$ cat config.mk
export PLATFORM = sky130hd
export DESIGN_NAME = ej32_div_arb
export DESIGN_NICKNAME = d
export VERILOG_FILES = /design/src/rtl/ej32_pkg.sv /design/src/rtl/div_rr_arb.sv /design/src/rtl/ej32_div_arb.sv
export SDC_FILE = /design/constraint.sdc
export NUM_CORES = 1
export LEC_CHECK = 0
export ABC_AREA = 0
export CAP_MARGIN = 40
export CORE_ASPECT_RATIO = 0.5
export CORE_UTILIZATION = 59
export CTS_CLUSTER_DIAMETER = 80
export CTS_CLUSTER_SIZE = 12
export DETAILED_ROUTE_END_ITERATION = 10
export PLACE_DENSITY = 0.86
export SYNTH_ARGS = -nofsm -noshare
export SYNTH_HDL_FRONTEND = slang
export SYNTH_SLANG_ARGS = --single-unit
$ cat constraint.sdc
create_clock -name clk -period 5.6 [get_ports clk]
set_input_delay 1.12 -clock clk [delete_from_list [all_inputs] [get_ports clk]]
set_output_delay 1.12 -clock clk [all_outputs]
set_load 0.02 [all_outputs]
$ cat src/rtl/ej32_pkg.sv
`default_nettype none
// ============================================================================
//  Module      : ej32_pkg
//  Description : Shared types and constants for the eJ32 divide engine.
//  Revision    : 1.0 - initial release
// ============================================================================
package ej32_pkg;

  localparam int DIV_DSZ = 32;
  localparam logic [DIV_DSZ-1:0] DIV_INT_MIN = DIV_DSZ'(1) << (DIV_DSZ - 1);

  typedef enum logic [2:0] {
    dIDLE = 3'd0,
    dLOAD = 3'd1,
    dITER = 3'd2,
    dFIX  = 3'd3,
    dDONE = 3'd4
  } div_st_t;

endpackage : ej32_pkg
`default_nettype wire

$ cat src/rtl/div_rr_arb.sv
`default_nettype none
// ============================================================================
//  Module      : div_rr_arb
//  Description : Two-port round-robin arbiter. On a tie the port that was not
//                granted last wins; a lone requester always wins.
//  Revision    : 1.0 - initial release
// ============================================================================
module div_rr_arb (
  input  logic [1:0] req_v_i,
  input  logic       last_i,
  output logic [1:0] gnt_o
);

  // One-hot grant from the request vector and the last-granted port index.
  always_comb begin
    gnt_o = 2'b00;
    case (req_v_i)
      2'b01:   gnt_o = 2'b01;
      2'b10:   gnt_o = 2'b10;
      2'b11:   gnt_o = last_i ? 2'b01 : 2'b10;
      default: gnt_o = 2'b00;
    endcase
  end

endmodule : div_rr_arb
`default_nettype wire

$ cat src/rtl/ej32_div_arb.sv
`default_nettype none
// ============================================================================
//  Module      : ej32_div_arb
//  Description : Shared 32-bit signed/unsigned radix-2 restoring divider with
//                a two-port round-robin front end and Java result semantics
//                (truncation toward zero, x/0 flagged, INT_MIN/-1 wraps).
//  Revision    : 1.0 - initial release
// ============================================================================
module ej32_div_arb
  import ej32_pkg::*;
#(
  parameter int DSZ = DIV_DSZ,
  parameter int CW  = 6
) (
  input  logic           clk,
  input  logic           rst,
  input  logic [1:0]     req_v,
  output logic [1:0]     req_r,
  input  logic [1:0]     req_sgn,
  input  logic [DSZ-1:0] x0,
  input  logic [DSZ-1:0] y0,
  input  logic [DSZ-1:0] x1,
  input  logic [DSZ-1:0] y1,
  output logic [1:0]     rsp_v,
  input  logic [1:0]     rsp_r,
  output logic [DSZ-1:0] q,
  output logic [DSZ-1:0] r,
  output logic           dz,
  output logic           busy
);

  localparam logic [DSZ-1:0] c_INT_MIN = {1'b1, {(DSZ-1){1'b0}}};

  div_st_t        state_q, state_d;
  logic           gsel_q, gsel_d;
  logic           last_q, last_d;
  logic           sgn_q, sgn_d;
  logic           negq_q, negq_d;
  logic           negr_q, negr_d;
  logic [DSZ-1:0] x_q, x_d;
  logic [DSZ-1:0] y_q, y_d;
  logic [DSZ-1:0] dvd_q, dvd_d;   // dividend shifts out, quotient shifts in
  logic [DSZ-1:0] dvs_q, dvs_d;
  logic [DSZ-1:0] rem_q, rem_d;
  logic [CW-1:0]  cnt_q, cnt_d;
  logic [DSZ-1:0] q_q, q_d;
  logic [DSZ-1:0] r_q, r_d;
  logic           dz_q, dz_d;

  logic [1:0]     w_gnt;
  logic [DSZ:0]   w_rem_sh;
  logic [DSZ-1:0] w_diff;
  logic           w_ge;
  logic [DSZ-1:0] w_xmag;
  logic [DSZ-1:0] w_ymag;

  div_rr_arb u_arb (
    .req_v_i (req_v),
    .last_i  (last_q),
    .gnt_o   (w_gnt)
  );

  // The shifted partial remainder needs DSZ+1 bits: the divisor magnitude can
  // reach 2^DSZ-1, so the remainder before shifting may already have its MSB set.
  assign w_rem_sh = {rem_q, dvd_q[DSZ-1]};
  assign w_ge     = w_rem_sh >= {1'b0, dvs_q};
  assign w_diff   = w_rem_sh[DSZ-1:0] - dvs_q;
  assign w_xmag   = (sgn_q && x_q[DSZ-1]) ? -x_q : x_q;
  assign w_ymag   = (sgn_q && y_q[DSZ-1]) ? -y_q : y_q;

  assign rsp_v = (state_q == dDONE) ? (gsel_q ? 2'b10 : 2'b01) : 2'b00;
  assign busy  = (state_q != dIDLE);
  assign q     = q_q;
  assign r     = r_q;
  assign dz    = dz_q;

  // Next-state, datapath update and request-ready strobe.
  always_comb begin
    state_d = state_q;
    gsel_d  = gsel_q;
    last_d  = last_q;
    sgn_d   = sgn_q;
    negq_d  = negq_q;
    negr_d  = negr_q;
    x_d     = x_q;
    y_d     = y_q;
    dvd_d   = dvd_q;
    dvs_d   = dvs_q;
    rem_d   = rem_q;
    cnt_d   = cnt_q;
    q_d     = q_q;
    r_d     = r_q;
    dz_d    = dz_q;
    req_r   = 2'b00;
    case (state_q)
      dIDLE: begin
        if (|req_v) begin
          req_r   = w_gnt;
          gsel_d  = w_gnt[1];
          sgn_d   = req_sgn[w_gnt[1]];
          x_d     = w_gnt[1] ? x1 : x0;
          y_d     = w_gnt[1] ? y1 : y0;
          state_d = dLOAD;
        end
      end
      dLOAD: begin
        negq_d = sgn_q & (x_q[DSZ-1] ^ y_q[DSZ-1]);
        negr_d = sgn_q & x_q[DSZ-1];
        dvd_d  = w_xmag;
        dvs_d  = w_ymag;
        rem_d  = '0;
        cnt_d  = CW'(DSZ - 1);
        if (y_q == '0) begin
          q_d     = '0;
          r_d     = x_q;
          dz_d    = 1'b1;
          state_d = dDONE;
        end else if (sgn_q && (x_q == c_INT_MIN) && (y_q == '1)) begin
          q_d     = c_INT_MIN;
          r_d     = '0;
          dz_d    = 1'b0;
          state_d = dDONE;
        end else begin
          state_d = dITER;
        end
      end
      dITER: begin
        rem_d = w_ge ? w_diff : w_rem_sh[DSZ-1:0];
        dvd_d = {dvd_q[DSZ-2:0], w_ge};
        if (cnt_q == '0) begin
          state_d = dFIX;
        end else begin
          cnt_d = cnt_q - CW'(1);
        end
      end
      dFIX: begin
        q_d     = negq_q ? -dvd_q : dvd_q;
        r_d     = negr_q ? -rem_q : rem_q;
        dz_d    = 1'b0;
        state_d = dDONE;
      end
      dDONE: begin
        if (rsp_r[gsel_q]) begin
          last_d  = gsel_q;
          state_d = dIDLE;
        end
      end
      default: state_d = dIDLE;
    endcase
  end

  // State and datapath registers with synchronous active-low reset.
  always_ff @(posedge clk) begin
    if (!rst) begin
      state_q <= dIDLE;
      gsel_q  <= 1'b0;
      last_q  <= 1'b1;
      sgn_q   <= 1'b0;
      negq_q  <= 1'b0;
      negr_q  <= 1'b0;
      x_q     <= '0;
      y_q     <= '0;
      dvd_q   <= '0;
      dvs_q   <= '0;
      rem_q   <= '0;
      cnt_q   <= '0;
      q_q     <= '0;
      r_q     <= '0;
      dz_q    <= 1'b0;
    end else begin
      state_q <= state_d;
      gsel_q  <= gsel_d;
      last_q  <= last_d;
      sgn_q   <= sgn_d;
      negq_q  <= negq_d;
      negr_q  <= negr_d;
      x_q     <= x_d;
      y_q     <= y_d;
      dvd_q   <= dvd_d;
      dvs_q   <= dvs_d;
      rem_q   <= rem_d;
      cnt_q   <= cnt_d;
      q_q     <= q_d;
      r_q     <= r_d;
      dz_q    <= dz_d;
    end
  end

endmodule : ej32_div_arb
`default_nettype wire

==> impl_metrics.json, run 1 <==
{
  "place_hpwl_um": 30200,
  "die_area_um2": 23000,
  "syn_inst": 1702,
  "fp-row-count": 38,
  "setup_viol": 0,
  "via_per_inst": 6.25,
  "synth_top_area_share_pct": 36.2,
  "cts.reportedPaths.clkPinSlew_ns": 0.06,
  "synthesis.nets": 1878,
  "grt_max_degree": 66,
  "yosysWarnings": 0,
  "maxCapViolations": 0,
  "yosys-top-cells-count": "239 x dfxtp_1, 233 x nor2_1, 172 x nand2_1",
  "synth_edf_count": 0,
  "synth.avg_cell_area_um2": 7.76,
  "dieHeight_um": 108,
  "p_sw_share_pct": 37.8,
  "cts.path.max_buffers": 3,
  "cts_tree": "done",
  "p_seq_share_pct": 39.2,
  "p_int_mw": 3.42,
  "rr_worst_depth": 11,
  "drt.antenna.violating_nets": 0,
  "min_delay_worst_endpoint": "q[2]",
  "crit_path_max_fanout": 32,
  "rsz0062_at_grt": "no",
  "ff2ff_setup_slack_ns": 1.88,
  "drtPass1Iterations": 6,
  "pwr-share-clk_pct": 25.2,
  "vdd_drop_max_uv": 223,
  "postCtsSetupRepairBufs": 0,
  "end_kind": "flop",
  "start_util_pct": 60.5,
  "arrival_ns": 4.11,
  "drt_iter0_markers": 1446,
  "fin_nets": 2021,
  "gr-total-overflow": 0,
  "antenna_found_initial": 0,
  "ctsHoldBuffers": 0,
  "report.final.slew_viol_count": 0,
  "seq_area_frac_synth_pct": 36.2,
  "power_mw": 5.49,
  "crit_required_ns": 5.99,
  "grt_pass1_wl_um": 65900,
  "min_period_ns": 3.72,
  "async_flop_share_pct": 0,
  "drive_gt1_share_pct": 3.52,
  "clock_skew_ns": 0.0157,
  "holdCritStartpoint": "q[2]",
  "yosysMostFrequentCell": "dfxtp_1",
  "port_buffers": 205,
  "fin_area_um2": 16100,
  "pwr-share-comb_pct": 35.6,
  "yosys-top-cells-area": "dfxtp_1 36%, nor2_1 6.6%, o21ai_0 5.9%",
  "area_delta_synth_final_pct": 21.9,
  "cts_root_buf": "clkbuf_16",
  "tns_ns": 0,
  "htreeDepth": 1,
  "coreArea_um2": 21800,
  "dr_total_vias": 13405,
  "post_cts_resized": 0,
  "timing.rr.start": "rem_q[0]",
  "synth-seq-cells": 239,
  "yosysTopAreaCell": "dfxtp_1",
  "place_ws_ns": 1.96,
  "chipWidth_um": 214,
  "io_pins": 206,
  "period_share_pct": 66.4,
  "max_slew.worst_pin.slew_ns": 0.876,
  "slew_headroom_pct": 41.1,
  "status": "completed",
  "final_core_util_pct": 73.7,
  "synth-main-ff-cell": "dfxtp_1",
  "post_drt_wl_per_cell_um": 19.2,
  "drc": 0,
  "n_antenna_cell": 0,
  "fmax_mhz": 269,
  "switchingPower_mw": 2.08,
  "clock_sinks": 239,
  "hp-class": "reg -> reg",
  "worstHoldPathCells": 2,
  "cts_buffers": 23,
  "post_dp_cell_area_um2": 15500,
  "p_leak_nw": 5.84,
  "place_congestion": 0.958,
  "crit_type": "reg -> reg",
  "grt.total_usage_pct": 36.0,
  "grt_pass1_vias": 12528,
  "yosysUniqueCellTypes": 60,
  "p_per_area_nw_per_um2": 341,
  "cp-start-kind": "flop",
  "hold_violations": 0,
  "fin_ws_ns": 1.88,
  "reg2reg_to": "rem_q[14]",
  "wirelength_um": 41100,
  "clk_latency_ns": 0.54,
  "syn_area_um2": 13200
}
## power groups by stage
stage / Sequential [mW] / Combinational [mW] / Clock (mW)
floorplan: 2.07 / 1.42 / 0
global placement: 2.17 / 1.82 / 0
detailed placement: 2.18 / 1.91 / 0
CTS: 2.14 / 1.93 / 1.40
global route: 2.17 / 2.15 / 1.47
finish: 2.15 / 1.95 / 1.38
## state kept, by name, summed over array words and instances (netlist names), 3 cells and up
name	cells
cnt_q	6
r	32
x_q	32
state_q	3
y_q	32
dvd_q	32
dvs_q	32
rem_q	32
q	32
## critical path, cell delays in order (launching register included)
cell	delay, ns
dfxtp_1	0.39
ha_1	0.33
nor2b_1	0.19
o31a_1	0.20
o21ai_0	0.33
nor2_1	0.23
o21ai_0	0.15
a31o_2	0.33
o311ai_4	0.55
buf_4	0.50
mux2i_1	0.23
o21ai_0	0.10
## kinds of logic after synthesis
kind of cell / synth area share, %
adders and majority gates: 3.85
muxes: 1.52
buffers and inverters: 4.86
and+or+nand+nor: 18.5
AOI/OAI and AO/OA: 25.6
DFF: 36.2
xor gates and xnor gates: 9.42
## cells in the final DEF (no fill, tap or decap), drive strengths merged, types with 4 or more instances in the layout
cell type	count
and2	5
o21ai	189
o22ai	69
mux2i	20
a221oi	36
clkdlybuf4s50	204
xor2	66
o41ai	15
a311oi	4
nor2	233
nand4	16
nor3	26
buf	23
or3	19
ha	39
xnor2	76
dfxtp	239
inv	56
o21bai	5
or4	16
nand2b	7
a22oi	28
a211oi	29
o211ai	5
nand3	19
o21a	4
nand2	172
o31ai	30
a21oi	101
nor2b	9
and3	8
a21o	12
clkbuf	24
nor4	10
## worst max path at each step
| stage | from | end | slack [ns] | cells after the start |
|---|---|---|---|---|
| finish | rem_q[0] | rem_q[14] | 1.88 | 11 |
| floorplan | x_q[6] | q[10] | 2.44 | 10 |
| global placement | x_q[10] | q[0] | 1.99 | 10 |
| CTS | rem_q[0] | rem_q[14] | 1.94 | 11 |
| global route | rem_q[0] | rem_q[23] | 1.58 | 12 |
| detailed placement | rem_q[0] | rem_q[14] | 1.96 | 11 |
## area by class of cell
cell class	instances	area, um^2
clock buffers	24	579
clock inverters	1	20.0
fillers	1644	5730
inverters	55	206
multi-input cells	1299	7830
flip-flops and latches	239	4780
well taps	300	375
repair buffers	227	2290
## layer usage
metal	vias up	wire length (um)	track usage (%)
li1	6371	-	-
met1	6391	18000	49.1
met2	551	18600	58.3
met3	92	3230	6.18
met4	0	1170	10.3
met5	-	0	0
## metrics by stage
| stage | hold slack [ns] | cells |
|---|---|---|
| after global routing | 0.471 | 2145 |
| after CTS | 0.450 | 2145 |
| after detailed placement | 0.442 | 2120 |
| final | 0.447 | 2145 |
| after floorplan | 0.432 | 1702 |
| after global placement | 0.434 | 2113 |
(Power assumes the default switching activity.)
==> run 2, diff against run 1 <==
Settings changed: CORE_UTILIZATION 59 to 55, PLACE_DENSITY 0.86 to 0.81.
Clock period 5.6 ns to 3.8 ns, I/O delays scaled along.
==> run 2 against run 1 <==
  * Sequential share of layout area down 0.17 points
  * Sequential power rose by 47%
  * Non-clock buffer count grew 20
  * Critical path depth unchanged
  * Via count fell by 0.51%
  * First-iteration DRC count is 2.5% lower
  * Cell count grew 1.3%
  * Register-to-register slack lost 1.7 ns
  * Wire length barely moved
  * Count of clock-buffer cells in the layout unchanged
  * Critical path type unchanged
  * Critical endpoint is now r[27]
==> impl_metrics.json, run 2 (synthesized netlist as in run 1, its figures left out) <==
{
  "area_delta_synth_final_pct": 22.6,
  "report.final.slew_viol_count": 0,
  "rsz0062_at_grt": "no",
  "dieHeight_um": 112,
  "io_pins": 206,
  "end_kind": "flop",
  "slew_headroom_pct": 42.7,
  "start_util_pct": 57.0,
  "grt_max_degree": 66,
  "cp-start-kind": "flop",
  "max_slew.worst_pin.slew_ns": 0.854,
  "p_leak_nw": 5.91,
  "timing.rr.start": "x_q[10]",
  "crit_slowest_cell": "or4_4",
  "tns_ns": 0,
  "hp-class": "reg -> reg",
  "min_delay_worst_endpoint": "q[4]",
  "drt_iter0_markers": 1410,
  "grt_pass1_wl_um": 66100,
  "cts.reportedPaths.clkPinSlew_ns": 0.07,
  "cts.path.max_buffers": 3,
  "cts_buffers": 23,
  "fmax_mhz": 278,
  "postCtsSetupRepairBufs": 0,
  "holdCritStartpoint": "q[4]",
  "drt.antenna.violating_nets": 0,
  "fin_nets": 2041,
  "p_int_mw": 5.07,
  "final_core_util_pct": 69.8,
  "place_hpwl_um": 30900,
  "pwr-share-comb_pct": 36.2,
  "cp_slowest_stage_delay_ns": 0.58,
  "min_period_ns": 3.60,
  "drive_gt1_share_pct": 4.56,
  "p_per_area_nw_per_um2": 502,
  "drc": 0,
  "final_cell_mix": "239 x dfxtp_1, 231 x nor2_1, 204 x clkdlybuf4s50_1",
  "fp-row-count": 39,
  "hold_violations": 0,
  "crit_path_max_fanout": 32,
  "crit_type": "reg -> reg",
  "clk_latency_ns": 0.53,
  "clock_sinks": 239,
  "place_congestion": 0.957,
  "antenna_found_initial": 0,
  "chipWidth_um": 221,
  "vdd_drop_max_uv": 309,
  "via_per_inst": 6.14,
  "p_sw_share_pct": 37.6,
  "worstHoldPathCells": 2,
  "post_cts_resized": 0,
  "coreArea_um2": 23200,
  "period_share_pct": 94.6,
  "final_common_cell": "dfxtp_1",
  "rr_worst_depth": 11,
  "wirelength_um": 41100,
  "ff2ff_setup_slack_ns": 0.20,
  "path_cells": "nor3_1 -> nand2b_1 -> nor4_2 -> or4b_4 -> or4_4 -> nor4_4 -> a211oi_4 -> and2_1 -> buf_4 -> nand2_1 -> o21ai_0",
  "pwr-share-clk_pct": 25.1,
  "crit_required_ns": 4.18,
  "switchingPower_mw": 3.05,
  "maxCapViolations": 0,
  "clock_skew_ns": 0.0209,
  "setup_viol": 0,
  "grt_pass1_vias": 12465,
  "n_antenna_cell": 0,
  "dr_total_vias": 13337,
  "cts_root_buf": "clkbuf_16",
  "drtPass1Iterations": 6,
  "fill_cells": 1959,
  "post_drt_wl_per_cell_um": 18.9,
  "grt.total_usage_pct": 33.0,
  "port_buffers": 205,
  "htreeDepth": 1,
  "arrival_ns": 3.98,
  "p_seq_share_pct": 38.8,
  "die_area_um2": 24700,
  "status": "completed",
  "cts_tree": "done",
  "ctsHoldBuffers": 0,
  "gr-total-overflow": 0,
  "reg2reg_to": "r[27]"
}
## run 2: cell count changes in the layout (fill, tap and decap cells not counted), sizes merged
cell | previous run | this run
buf | 23 | 43
## run 2: per-layer routing
| metal | wire length (um) | share of wire (%) | track usage [%] | vias up |
|---|---|---|---|---|
| met5 | 0 | 0 | 0 | - |
| met1 | 18400 | 45 | 46.4 | 6288 |
| li1 | - | - | - | 6428 |
| met2 | 18200 | 44 | 52.7 | 553 |
| met4 | 952 | 2.3 | 8.21 | 0 |
| met3 | 3510 | 8.6 | 5.49 | 68 |
## run 2: worst max-delay path, delay by kind of cell, from the launching register on
family | cells | cell delay, ns
AND/OR/NAND/NOR | 8 | 2.54
flip-flops | 1 | 0.37
AO/OA/AOI/OAI | 2 | 0.30
buffers and inverters | 1 | 0.22
## run 2: how the worst max path moves through the flow
stage	slack [ns]	cells after the start	startpoint	to
2_1_floorplan	0.64	10	x_q[6]	q[10]
3_3_place_gp	0.41	9	x_q[6]	r[27]
3_5_place_dp	0.24	11	x_q[10]	r[27]
4_1_cts	0.21	11	x_q[10]	r[27]
5_1_grt	0.02	10	x_q[10]	r[23]
6_report	0.20	11	x_q[10]	r[27]
## run 2: area by class of cell
| type | count | area (um^2) | share of cell area [%] |
|---|---|---|---|
| flip-flops and latches | 239 | 4780 | 29.6 |
| repair buffers | 247 | 2390 | 14.8 |
| well taps | 307 | 384 | 2.37 |
| inverters | 55 | 206 | 1.28 |
| clock buffers | 24 | 579 | 3.58 |
| clock inverters | 1 | 8.76 | 0.0541 |
| multi-input cells | 1299 | 7830 | 48.4 |
## run 2: power by group through the flow
stage	Clock, mW	Combinational [mW]	Sequential [mW]
after floorplan	0	2.10	3.05
after global placement	0	2.78	3.18
after detailed placement	0	2.87	3.19
after CTS	2.05	2.89	3.14
after global routing	2.16	3.23	3.18
final	2.04	2.94	3.15
## run 2: per-stage QoR
step / area [um^2] / hold slack, ns / worst slack (ns) / total power [mW] / instances
finish: 16200 / 0.443 / 0.205 / 8.12 / 2172
global route: 16200 / 0.473 / 0.0176 / 8.57 / 2172
CTS: 16200 / 0.447 / 0.213 / 8.08 / 2171
detailed placement: 15600 / 0.438 / 0.240 / 6.06 / 2146
global placement: 15600 / 0.433 / 0.407 / 5.96 / 2145
floorplan: 13200 / 0.432 / 0.636 / 5.15 / 1702
